`src/rtl/cpu_memory_pkg.sv`:
```
// cpu_memory_pkg: loader state encodings and word constants shared by the
// memory block and the CPU core.
package cpu_memory_pkg;

  localparam int WORD_SIZE = 16;
  localparam logic [WORD_SIZE-1:0] NOP_WORD = 16'h0000;

  typedef enum logic [2:0] {
    LD_IDLE = 3'd0,
    LD_HI   = 3'd1,
    LD_LO   = 3'd2,
    LD_WR   = 3'd3,
    LD_FIN  = 3'd4
  } ld_state_t;

endpackage

```
`src/rtl/mem_loader.sv`:
```
// mem_loader: byte-stream program loader that assembles big-endian words and
// writes them from address 0; optional checksum under CPU_MEM_CHECKSUM_EN.
//
// state   | meaning
// LD_IDLE | CPU owns memory, waiting for ld_start
// LD_HI   | waiting for the high byte of the current word
// LD_LO   | waiting for the low byte of the current word
// LD_WR   | writing the assembled word, advancing address/count
// LD_FIN  | one-cycle done pulse, memory released on exit
module mem_loader
  import cpu_memory_pkg::*;
#(
  parameter int DEPTH_LOG2 = 8,
  parameter int WORD_SIZE  = 16
) (
  input  logic                  clk,
  input  logic                  rst_n,
  input  logic                  ld_start,
  input  logic [15:0]           ld_len,
  input  logic                  ld_valid,
  input  logic [7:0]            ld_byte,
  output logic                  ld_ready,
  output logic                  ld_done,
  output logic                  ld_err,
  output logic                  cpu_hold,
  output logic [WORD_SIZE-1:0]  ld_sum,
  output logic                  wr_en,
  output logic [DEPTH_LOG2-1:0] wr_addr,
  output logic [WORD_SIZE-1:0]  wr_data
);

  localparam int CNT_W = DEPTH_LOG2 + 1;
  localparam logic [16:0] DEPTH_W = 17'(1) << DEPTH_LOG2;

  ld_state_t             state_q, state_d;
  logic [CNT_W-1:0]      cnt_q;
  logic [DEPTH_LOG2-1:0] addr_q;
  logic [7:0]            hi_q;
  logic [15:0]           word_q;
  logic                  err_q;
  logic                  len_zero, len_big, start_ok;

  assign len_zero = (ld_len == 16'h0000);
  assign len_big  = ({1'b0, ld_len} > DEPTH_W);
  assign start_ok = (state_q == LD_IDLE) && ld_start && !len_zero && !len_big;

  always_ff @(posedge clk or negedge rst_n) begin
    if (!rst_n) state_q <= LD_IDLE;
    else        state_q <= state_d;
  end

  always_comb begin
    state_d  = state_q;
    ld_ready = 1'b0;
    ld_done  = 1'b0;
    wr_en    = 1'b0;
    unique case (state_q)
      LD_IDLE: if (ld_start) state_d = (len_zero || len_big) ? LD_FIN : LD_HI;
      LD_HI: begin
        ld_ready = 1'b1;
        if (ld_valid) state_d = LD_LO;
      end
      LD_LO: begin
        ld_ready = 1'b1;
        if (ld_valid) state_d = LD_WR;
      end
      LD_WR: begin
        wr_en   = 1'b1;
        state_d = (cnt_q == CNT_W'(1)) ? LD_FIN : LD_HI;
      end
      LD_FIN: begin
        ld_done = 1'b1;
        state_d = LD_IDLE;
      end
      default: state_d = LD_IDLE;
    endcase
  end

  // Count is sized for LD_LEN == depth, so ld_len fits after the range check.
  always_ff @(posedge clk or negedge rst_n) begin
    if (!rst_n) begin
      cnt_q  <= '0;
      addr_q <= '0;
      hi_q   <= '0;
      word_q <= '0;
      err_q  <= 1'b0;
    end else begin
      if ((state_q == LD_IDLE) && ld_start && len_big) err_q <= 1'b1;
      if (start_ok) begin
        err_q  <= 1'b0;
        cnt_q  <= ld_len[CNT_W-1:0];
        addr_q <= '0;
      end
      if ((state_q == LD_HI) && ld_valid) hi_q <= ld_byte;
      if ((state_q == LD_LO) && ld_valid) word_q <= {hi_q, ld_byte};
      if (wr_en) begin
        addr_q <= addr_q + DEPTH_LOG2'(1);
        cnt_q  <= cnt_q - CNT_W'(1);
      end
    end
  end

  assign ld_err   = err_q;
  assign cpu_hold = (state_q != LD_IDLE);
  assign wr_addr  = addr_q;
  assign wr_data  = WORD_SIZE'(word_q);

`ifdef CPU_MEM_CHECKSUM_EN
  logic [WORD_SIZE-1:0] sum_q;

  always_ff @(posedge clk or negedge rst_n) begin
    if (!rst_n)      sum_q <= '0;
    else if (start_ok) sum_q <= '0;
    else if (wr_en)    sum_q <= sum_q + wr_data;
  end

  assign ld_sum = sum_q;
`else
  assign ld_sum = '0;
`endif

endmodule

```
`src/rtl/cpu_memory.sv`:
```
// cpu_memory: unified word memory for the multi-cycle core with a built-in
// program loader (checksum output enabled by CPU_MEM_CHECKSUM_EN).
module cpu_memory
  import cpu_memory_pkg::*;
#(
  parameter int DEPTH_LOG2 = 8,
  parameter int WORD_SIZE  = 16
) (
  input  logic                 DCLK,
  input  logic                 RSTn,
  input  logic                 M_W,
  input  logic [15:0]          MADDR,
  input  logic [WORD_SIZE-1:0] MDATAOUT,
  output logic [WORD_SIZE-1:0] MDATAIN,
  input  logic                 LD_START,
  input  logic [15:0]          LD_LEN,
  input  logic                 LD_VALID,
  input  logic [7:0]           LD_BYTE,
  output logic                 LD_READY,
  output logic                 LD_DONE,
  output logic                 LD_ERR,
  output logic                 CPU_HOLD,
  output logic [WORD_SIZE-1:0] LD_SUM
);

  localparam int DEPTH = 1 << DEPTH_LOG2;

  logic [WORD_SIZE-1:0]  mem_q [DEPTH];
  logic [DEPTH_LOG2-1:0] cpu_idx;
  logic                  ld_wr_en;
  logic [DEPTH_LOG2-1:0] ld_wr_addr;
  logic [WORD_SIZE-1:0]  ld_wr_data;
  logic                  unused_maddr;

  // Upper address bits are ignored so CPU addresses wrap modulo the depth.
  assign cpu_idx      = MADDR[DEPTH_LOG2-1:0];
  assign unused_maddr = ^MADDR[15:DEPTH_LOG2];

  mem_loader #(
    .DEPTH_LOG2(DEPTH_LOG2),
    .WORD_SIZE (WORD_SIZE)
  ) u_loader (
    .clk     (DCLK),
    .rst_n   (RSTn),
    .ld_start(LD_START),
    .ld_len  (LD_LEN),
    .ld_valid(LD_VALID),
    .ld_byte (LD_BYTE),
    .ld_ready(LD_READY),
    .ld_done (LD_DONE),
    .ld_err  (LD_ERR),
    .cpu_hold(CPU_HOLD),
    .ld_sum  (LD_SUM),
    .wr_en   (ld_wr_en),
    .wr_addr (ld_wr_addr),
    .wr_data (ld_wr_data)
  );

  // The array has no reset: a reset mid-load keeps words already written.
  always_ff @(posedge DCLK) begin
    if (ld_wr_en)              mem_q[ld_wr_addr] <= ld_wr_data;
    else if (M_W && !CPU_HOLD) mem_q[cpu_idx]    <= MDATAOUT;
  end

  assign MDATAIN = CPU_HOLD ? WORD_SIZE'(NOP_WORD) : mem_q[cpu_idx];

endmodule

```
`config.mk`:
```
export PLATFORM = sky130hd
export DESIGN_NAME = cpu_memory
export DESIGN_NICKNAME = d
export VERILOG_FILES = /design/src/rtl/cpu_memory_pkg.sv /design/src/rtl/mem_loader.sv /design/src/rtl/cpu_memory.sv
export SDC_FILE = /design/constraint.sdc
export NUM_CORES = 2
export LEC_CHECK = 0
export ABC_CLOCK_PERIOD_IN_PS = 6600
export CORE_ASPECT_RATIO = 1.2
export CORE_MARGIN = 2
export CORE_UTILIZATION = 60
export CTS_BUF_LIST = sky130_fd_sc_hd__clkbuf_8
export DETAILED_ROUTE_END_ITERATION = 12
export MAX_ROUTING_LAYER = met4
export PLACE_DENSITY = 0.74
export REMOVE_ABC_BUFFERS = 1
export SYNTH_ARGS = -nofsm -noshare
export SYNTH_HDL_FRONTEND = slang
export SYNTH_SLANG_ARGS = --single-unit
```
`constraint.sdc`:
```
create_clock -name DCLK -period 6.6 [get_ports DCLK]
set_clock_uncertainty 0.2 [all_clocks]
set_input_delay 0.66 -clock DCLK [delete_from_list [all_inputs] [get_ports DCLK]]
set_output_delay 0.66 -clock DCLK [all_outputs]
set_load 0.1 [all_outputs]
```
# ---- After elaboration in Yosys (flattened, before gate mapping)
# Memory sizes are Yosys's and may differ from the RTL's.
# Index checks and enable logic that the tools add are counted.
dict set report word_totals {
  ff_bits 45
  mem_bits_rw 4096
  input_bits 61
  out_inout_bits 36
  elab_cells 61
  mem_count 1
}
dict set report op_classes {
  addsub 2
  n_lt_le_gt_ge 1
  eq_ne 8
  mux 24
  n_reduce_logical 19
}
# memory depth word_bits rd rd_ports_with_merged_regs write_ports line_no
set memory_table {}
lappend memory_table {mem_q 256 16 1 0 1 cpu_memory.sv:28} ;# logic [WORD_SIZE-1:0] mem_q [DEPTH];
# operator count
set ops {}
lappend ops {{$mux W16} 2}
lappend ops {{$mux W8} 3}
lappend ops {{$mux W9} 2}
lappend ops {{$gt A16 B9 Y1 const B} 1}
lappend ops {{$logic_not A16 Y1} 1}
lappend ops {{$reduce_or A16 Y1} 1}
lappend ops {{$mux W3} 5}
lappend ops {{$pmux W3 S4} 1}
lappend ops {{$mux W1} 11}
lappend ops {{$eq A9 B1 Y1 const B} 1}
lappend ops {{$sub A9 B1 Y9 const B} 1}
lappend ops {{$add A8 B1 Y8 const B} 1}
lappend ops {{$logic_and A1 B1 Y1} 7}
lappend ops {{$eq A3 B2 Y1 const B} 2}
lappend ops {{$ne A2 B2 Y1 const B} 3}
lappend ops {{$reduce_bool A2 Y1} 2}
lappend ops {{$eq A3 B1 Y1 const B} 1}
lappend ops {{$eq A3 B3 Y1 const B} 1}
lappend ops {{$logic_not A1 Y1} 3}
lappend ops {{$logic_not A3 Y1} 1}
lappend ops {{$reduce_and A3 Y1} 1}
lappend ops {{$reduce_bool A3 Y1} 1}
lappend ops {{$reduce_or A2 Y1} 1}
lappend ops {{$logic_or A1 B1 Y1} 1}

# ---- Longest topological paths before layout
dict set report depth {
  depth_word 8
  ltp_mapped 12
}

# ---- Cells and area by module
# Synthesis repeated with hierarchy kept, for this count alone.
dict set report unflattened {
  cells_unflattened 7585
  area_unflattened_um2 160835.5
}
# module n_inst cells_per_inst area_each_um2 seq_area_each_um2
set by_module_without_submodules {}
lappend by_module_without_submodules {cpu_memory 1 7370 158559.6 122998.0}
lappend by_module_without_submodules {mem_loader 1 215 2275.9 1126.1}

# ---- Worst setup path before layout
# OpenSTA, ideal clock, no wires.
dict set report synth_path {
  path_kind {flip-flop to flip-flop}
  start {reg u_loader.state_q[0]}
  end {mem mem_q[0][10] (data pin)}
  arrival_time_ns 4.748
  t_required_ns 5.577
  slack_ns 0.830
  path_stages_with_launch 9
  synth_period_minus_slack_ns 5.770
  path_cell_list {dfrtp_1 > buf_2 > nor3_4 > and2_1 > buf_2 > buf_1 > clkbuf_1 > nand2_1 > nand2_1}
}
dict set report synth_via {
  elab_chain_len 8
  word_cells_on_any_way 10
  cone_classes {eq/ne (1); mux (5); reduce/logical (4)}
}
# item line_no
set synth_rtl {}
lappend synth_rtl {{from (decl)} mem_loader.sv:35} ;# ld_state_t state_q, state_d;
lappend synth_rtl {{from (signal assigned)} mem_loader.sv:49} ;# else state_q <= state_d;
lappend synth_rtl {{$reduce_bool A3 Y1} mem_loader.sv:104} ;# assign cpu_hold = (state_q != LD_IDLE);
lappend synth_rtl {{$logic_not A1 Y1} cpu_memory.sv:62} ;# else if (M_W && !CPU_HOLD) mem_q[cpu_idx] <= MDATAOUT;
lappend synth_rtl {{$logic_and A1 B1 Y1} cpu_memory.sv:62}
lappend synth_rtl {{$mux W1} cpu_memory.sv:62}
lappend synth_rtl {{$mux W1 *} cpu_memory.sv:61} ;# if (ld_wr_en) mem_q[ld_wr_addr] <= ld_wr_data;
lappend synth_rtl {{$mux W1 (implied by the code) *} cpu_memory.sv:62}
lappend synth_rtl {{$reduce_or A16 Y1 (no source line) *} n/a}
lappend synth_rtl {{$mux W16 (no source line) *} n/a}
lappend synth_rtl {{to (decl)} cpu_memory.sv:28}
# Mark *: on every way between the ends. The rest lies on a longest branch, timed or not.

# ---- Worst setup path in the final report
dict set report layout_path {
  start {reg u_loader.state_q[0]}
  end {out MDATAIN[8]}
}
dict set report layout_via {
  elab_chain_len 2
}
# item line_no
set layout_rtl {}
lappend layout_rtl {{$reduce_bool A3 Y1} mem_loader.sv:104}
lappend layout_rtl {{$mux W16} cpu_memory.sv:65} ;# assign MDATAIN = CPU_HOLD ? WORD_SIZE'(NOP_WORD) : mem_q[cpu_idx];
lappend layout_rtl {{to (decl)} cpu_memory.sv:14} ;# output logic [WORD_SIZE-1:0] MDATAIN,
# Every way passes these cells.

==> flow_metrics.tcl <==
set metrics [dict create \
    critPathKind "reg -> out" \
    vdd_drop_max_uv 527 \
    seqPwrFrac_pct 54.9 \
    final_area_um2 179000 \
    grt_pass1_vias 83354 \
    seq_area_um2 124000 \
    clk_latency_ps 1070 \
    cts.sinks 4141 \
    dpl_cell_area_um2 168000 \
    ys_seq_area_share_pct 77.4 \
    num-fill-cells 16428 \
    clk_pin_slew_worst_paths_ps 60 \
    synth_top_area_share_pct 76.7 \
    hold_class "in -> reg" \
    rsz0062_at_grt "no" \
    multi_input_area_um2 33600 \
    die_y_um 570 \
    setup_violations 0 \
    routed_wl_um 409000 \
    p_int_w 0.0441 \
    drive_gt1_share_pct 23.1 \
    place.gp.congestion 0.945 \
    leakage_nw 58.5 \
    hold_viol_final 0 \
    arrival_ps 5110 \
    dieArea_um2 271000 \
    fp.dieW_um 476 \
    dr.pass1.iters 6 \
    synth_warnings 0 \
    cp_slowest_cell "nand2_1" \
    dp.cells 11436 \
    synth_top_flop_cell "edfxtp_1" \
    syn_inst 7766 \
    drtIter0Drc 11350 \
    startpoint_type "flip-flop" \
    hpwl_um 251000 \
    start_util_pct 60.4 \
    antenna_found_initial 12 \
    holdWs_ps 71.1 \
    max_stage_delay_ps 700 \
    cts-root-buf "clkbuf_8" \
    period_needed_ps 5970 \
    drcViolationCount 0 \
    ys_seq_elements 4141 \
    synthArstFlopShare_pct 1.09 \
    vias 83715 \
    swShare_pct 27.2 \
    pin_count 97 \
    total_power_w 0.0606 \
    power_density_nw_per_um2 339 \
    max_cap_viol_count 0 \
    grt_usage_pct 31.1 \
    portBuffers 72 \
    required_ps 5740 \
    worstPathBufferInverterCount 3 \
    stdcell_count 12542 \
    row_count 207 \
    p_sw_w 0.0165 \
    worst_pin_slew_ps 1210 \
    syn_to_final_growth_pct 11.4 \
    ant_nets 0 \
    cp-end-kind "output port" \
    grt_pass1_wl_um 584000 \
    outcome "complete, no violations" \
    avgSynthCellArea_um2 20.6 \
    core_um2 265000 \
    nets 8573 \
    max_clock_freq_ghz 0.167 \
    routedWlPerCell_um 32.6 \
    grt_max_degree 161 \
    cts_max_path_buffers 4 \
    synth_edf_count 4096 \
    cts_tree "yes" \
    postCtsSetupBuffers 0 \
    routed_via_density 6.67 \
    fin_crit_sh_pct 90.5 \
    cts_max_level 6 \
    yosysUniqueCellTypes 71 \
    cts-buffers-inserted 614 \
    gr-total-overflow 0 \
    synth_top_cell_by_area "edfxtp_1" \
    slew_violations 0 \
    crit_fanout 16 \
    pwr-share-clk_pct 31.2 \
    combPwrFrac_pct 14.0 \
    mappedNetlistArea_um2 160000 \
    crit_chain "nor3_4 > buf_4 > nand2_1 > a2111oi_0 > buf_4 > nand3_1 > nor2_1 > a41o_1 > buf_12" \
    cpLargestDelayFamily "simple AND/OR/NAND/NOR gates" \
    relSlewSlack_pct 19.1 \
    synthTopCellsByArea "edfxtp_1, mux4_2, mux2i_1" \
    cp_common_cell "buf_4" \
]
-- timing repair --
action,4_1_cts,5_1_grt
resized for setup,0,0
hold buffers,10,0
endpoints found under the hold margin,57,0
-- area by class of cell --
| class | count | share of cell area, % |
|---|---|---|
| clock buffers | 637 | 4.91 |
| clock inverters | 439 | 1.21 |
| diodes | 20 | 0.0280 |
| flip-flops and latches | 4141 | 69.5 |
| well taps | 3553 | 2.49 |
| inverters | 6 | 0.0140 |
| multi-input cells | 3152 | 18.8 |
| repair buffers | 594 | 3.06 |
-- placed cells by master (no fill, tap or decap), types with 22 or more instances in the layout --
cell / instances
clkdlybuf4s50_1: 51
o221ai_1: 207
a22o_1: 25
buf_4: 463
o22ai_1: 187
mux4_2: 736
a211oi_1: 30
clkinv_2: 50
mux2i_1: 605
nand3_1: 97
a22oi_1: 115
mux2_2: 24
o21ai_0: 54
dfrtp_1: 45
buf_12: 65
clkbuf_8: 638
inv_1: 214
clkinv_1: 136
nor3_1: 160
a21oi_1: 151
nor4_1: 22
nand2_1: 136
edfxtp_1: 4096
nor2_1: 335
-- worst reg2reg max path, delay by kind of cell (launching register included) --
kind | cells | cell delay [ps]
and+or+nand+nor | 6 | 2840
buffers and inverters | 3 | 1030
DFF | 1 | 490
-- cell usage after synthesis, types with 14 or more instances --
cell and n:
buf_4 63, nand2_1 152, o221ai_1 207, mux2_2 24, a22o_1 25, buf_2 122, nand3_1 104, dfrtp_1 45
buf_6 61, o21bai_1 14, mux2i_1 605, o22ai_1 187, a2111oi_0 15, a211o_1 14, mux4_2 736, and3_1 14
nor2_1 339, o21ai_0 54, a22oi_1 115, nor3_1 161, clkbuf_1 180, or4_1 14, edfxtp_1 4096, nand3b_1 15
nand4_1 21, nor2b_1 16, a21oi_1 151, a211oi_1 30, nor4_1 22, buf_1 40
-- flip-flops by register name, summed over array words and instances (netlist names) --
register	flops
u_loader.wr_addr	8
u_loader.cnt_q	9
u_loader.wr_data	16
mem_q	4096
u_loader.ld_err	1
u_loader.state_q	3
u_loader.hi_q	8
-- logic make-up (layout without fill, tap and decap cells) --
| group | count (synthesis) | after routing | share of synthesized area, % |
|---|---|---|---|
| AO/OA/AOI/OAI | 866 | 866 | 3.86 |
| XOR/XNOR | 1 | 1 | 0.00546 |
| adder cells (fa/ha/maj) | 3 | 3 | 0.0234 |
| buffers and inverters | 488 | 1676 | 1.81 |
| flip-flops | 4141 | 4141 | 77.4 |
| multiplexers | 1365 | 1365 | 14.3 |
| other | 1 | 36 | 0.00234 |
| AND/OR/NAND/NOR | 901 | 901 | 2.60 |
-- power by group through the flow --
| stage | combinational (W) | sequential (W) | clock [W] |
|---|---|---|---|
| 2_1_floorplan | 0.00374 | 0.0350 | 0 |
| 3_3_place_gp | 0.00801 | 0.0338 | 0 |
| 3_5_place_dp | 0.00844 | 0.0338 | 0 |
| 4_1_cts | 0.00844 | 0.0332 | 0.0191 |
| 5_1_grt | 0.00892 | 0.0333 | 0.0202 |
| 6_report | 0.00847 | 0.0333 | 0.0189 |
-- routing by layer --
layer,GRT usage (%),up-vias,routed length (um)
met5,-,-,0
met4,15.1,0,22700
met3,6.25,878,43600
met2,47.5,5240,197000
met1,40.7,43481,145000
li1,-,34116,-
-- through the flow --
step | setup TNS, ps | utilization, % | setup WS, ps
floorplan | -498990 | - | -1650
global placement | 0 | 63.1 | 893
detailed placement | 0 | 63.1 | 903
CTS | 0 | 67.3 | 531
global route | 0 | 67.3 | 556
finish | 0 | 67.3 | 629
-- worst paths after layout --
check / startpoint / endpoint / slack (ps) / cells after the start
worst max-delay path: u_loader.state_q[0]$_DFFE_PN0P_ / MDATAIN[8] / 630 / 9
worst min-delay path: LD_LEN[3] / u_loader.cnt_q[3]$_DFFE_PN0P_ / 70 / 3
worst max register to register: u_loader.state_q[0]$_DFFE_PN0P_ / mem_q[111][13]$_DFFE_PP_ / 1670 / 9
worst min register to register: u_loader.hi_q[4]$_DFFE_PN0P_ / u_loader.hi_q[4]$_DFFE_PN0P_ / 310 / 1
max in group asynchronous: RSTn / u_loader.cnt_q[0]$_DFFE_PN0P_ / 5370 / 2
min in group asynchronous: RSTn / u_loader.wr_data[5]$_DFFE_PN0P_ / 150 / 2
No activity file was read; power rests on OpenSTA's default activity.
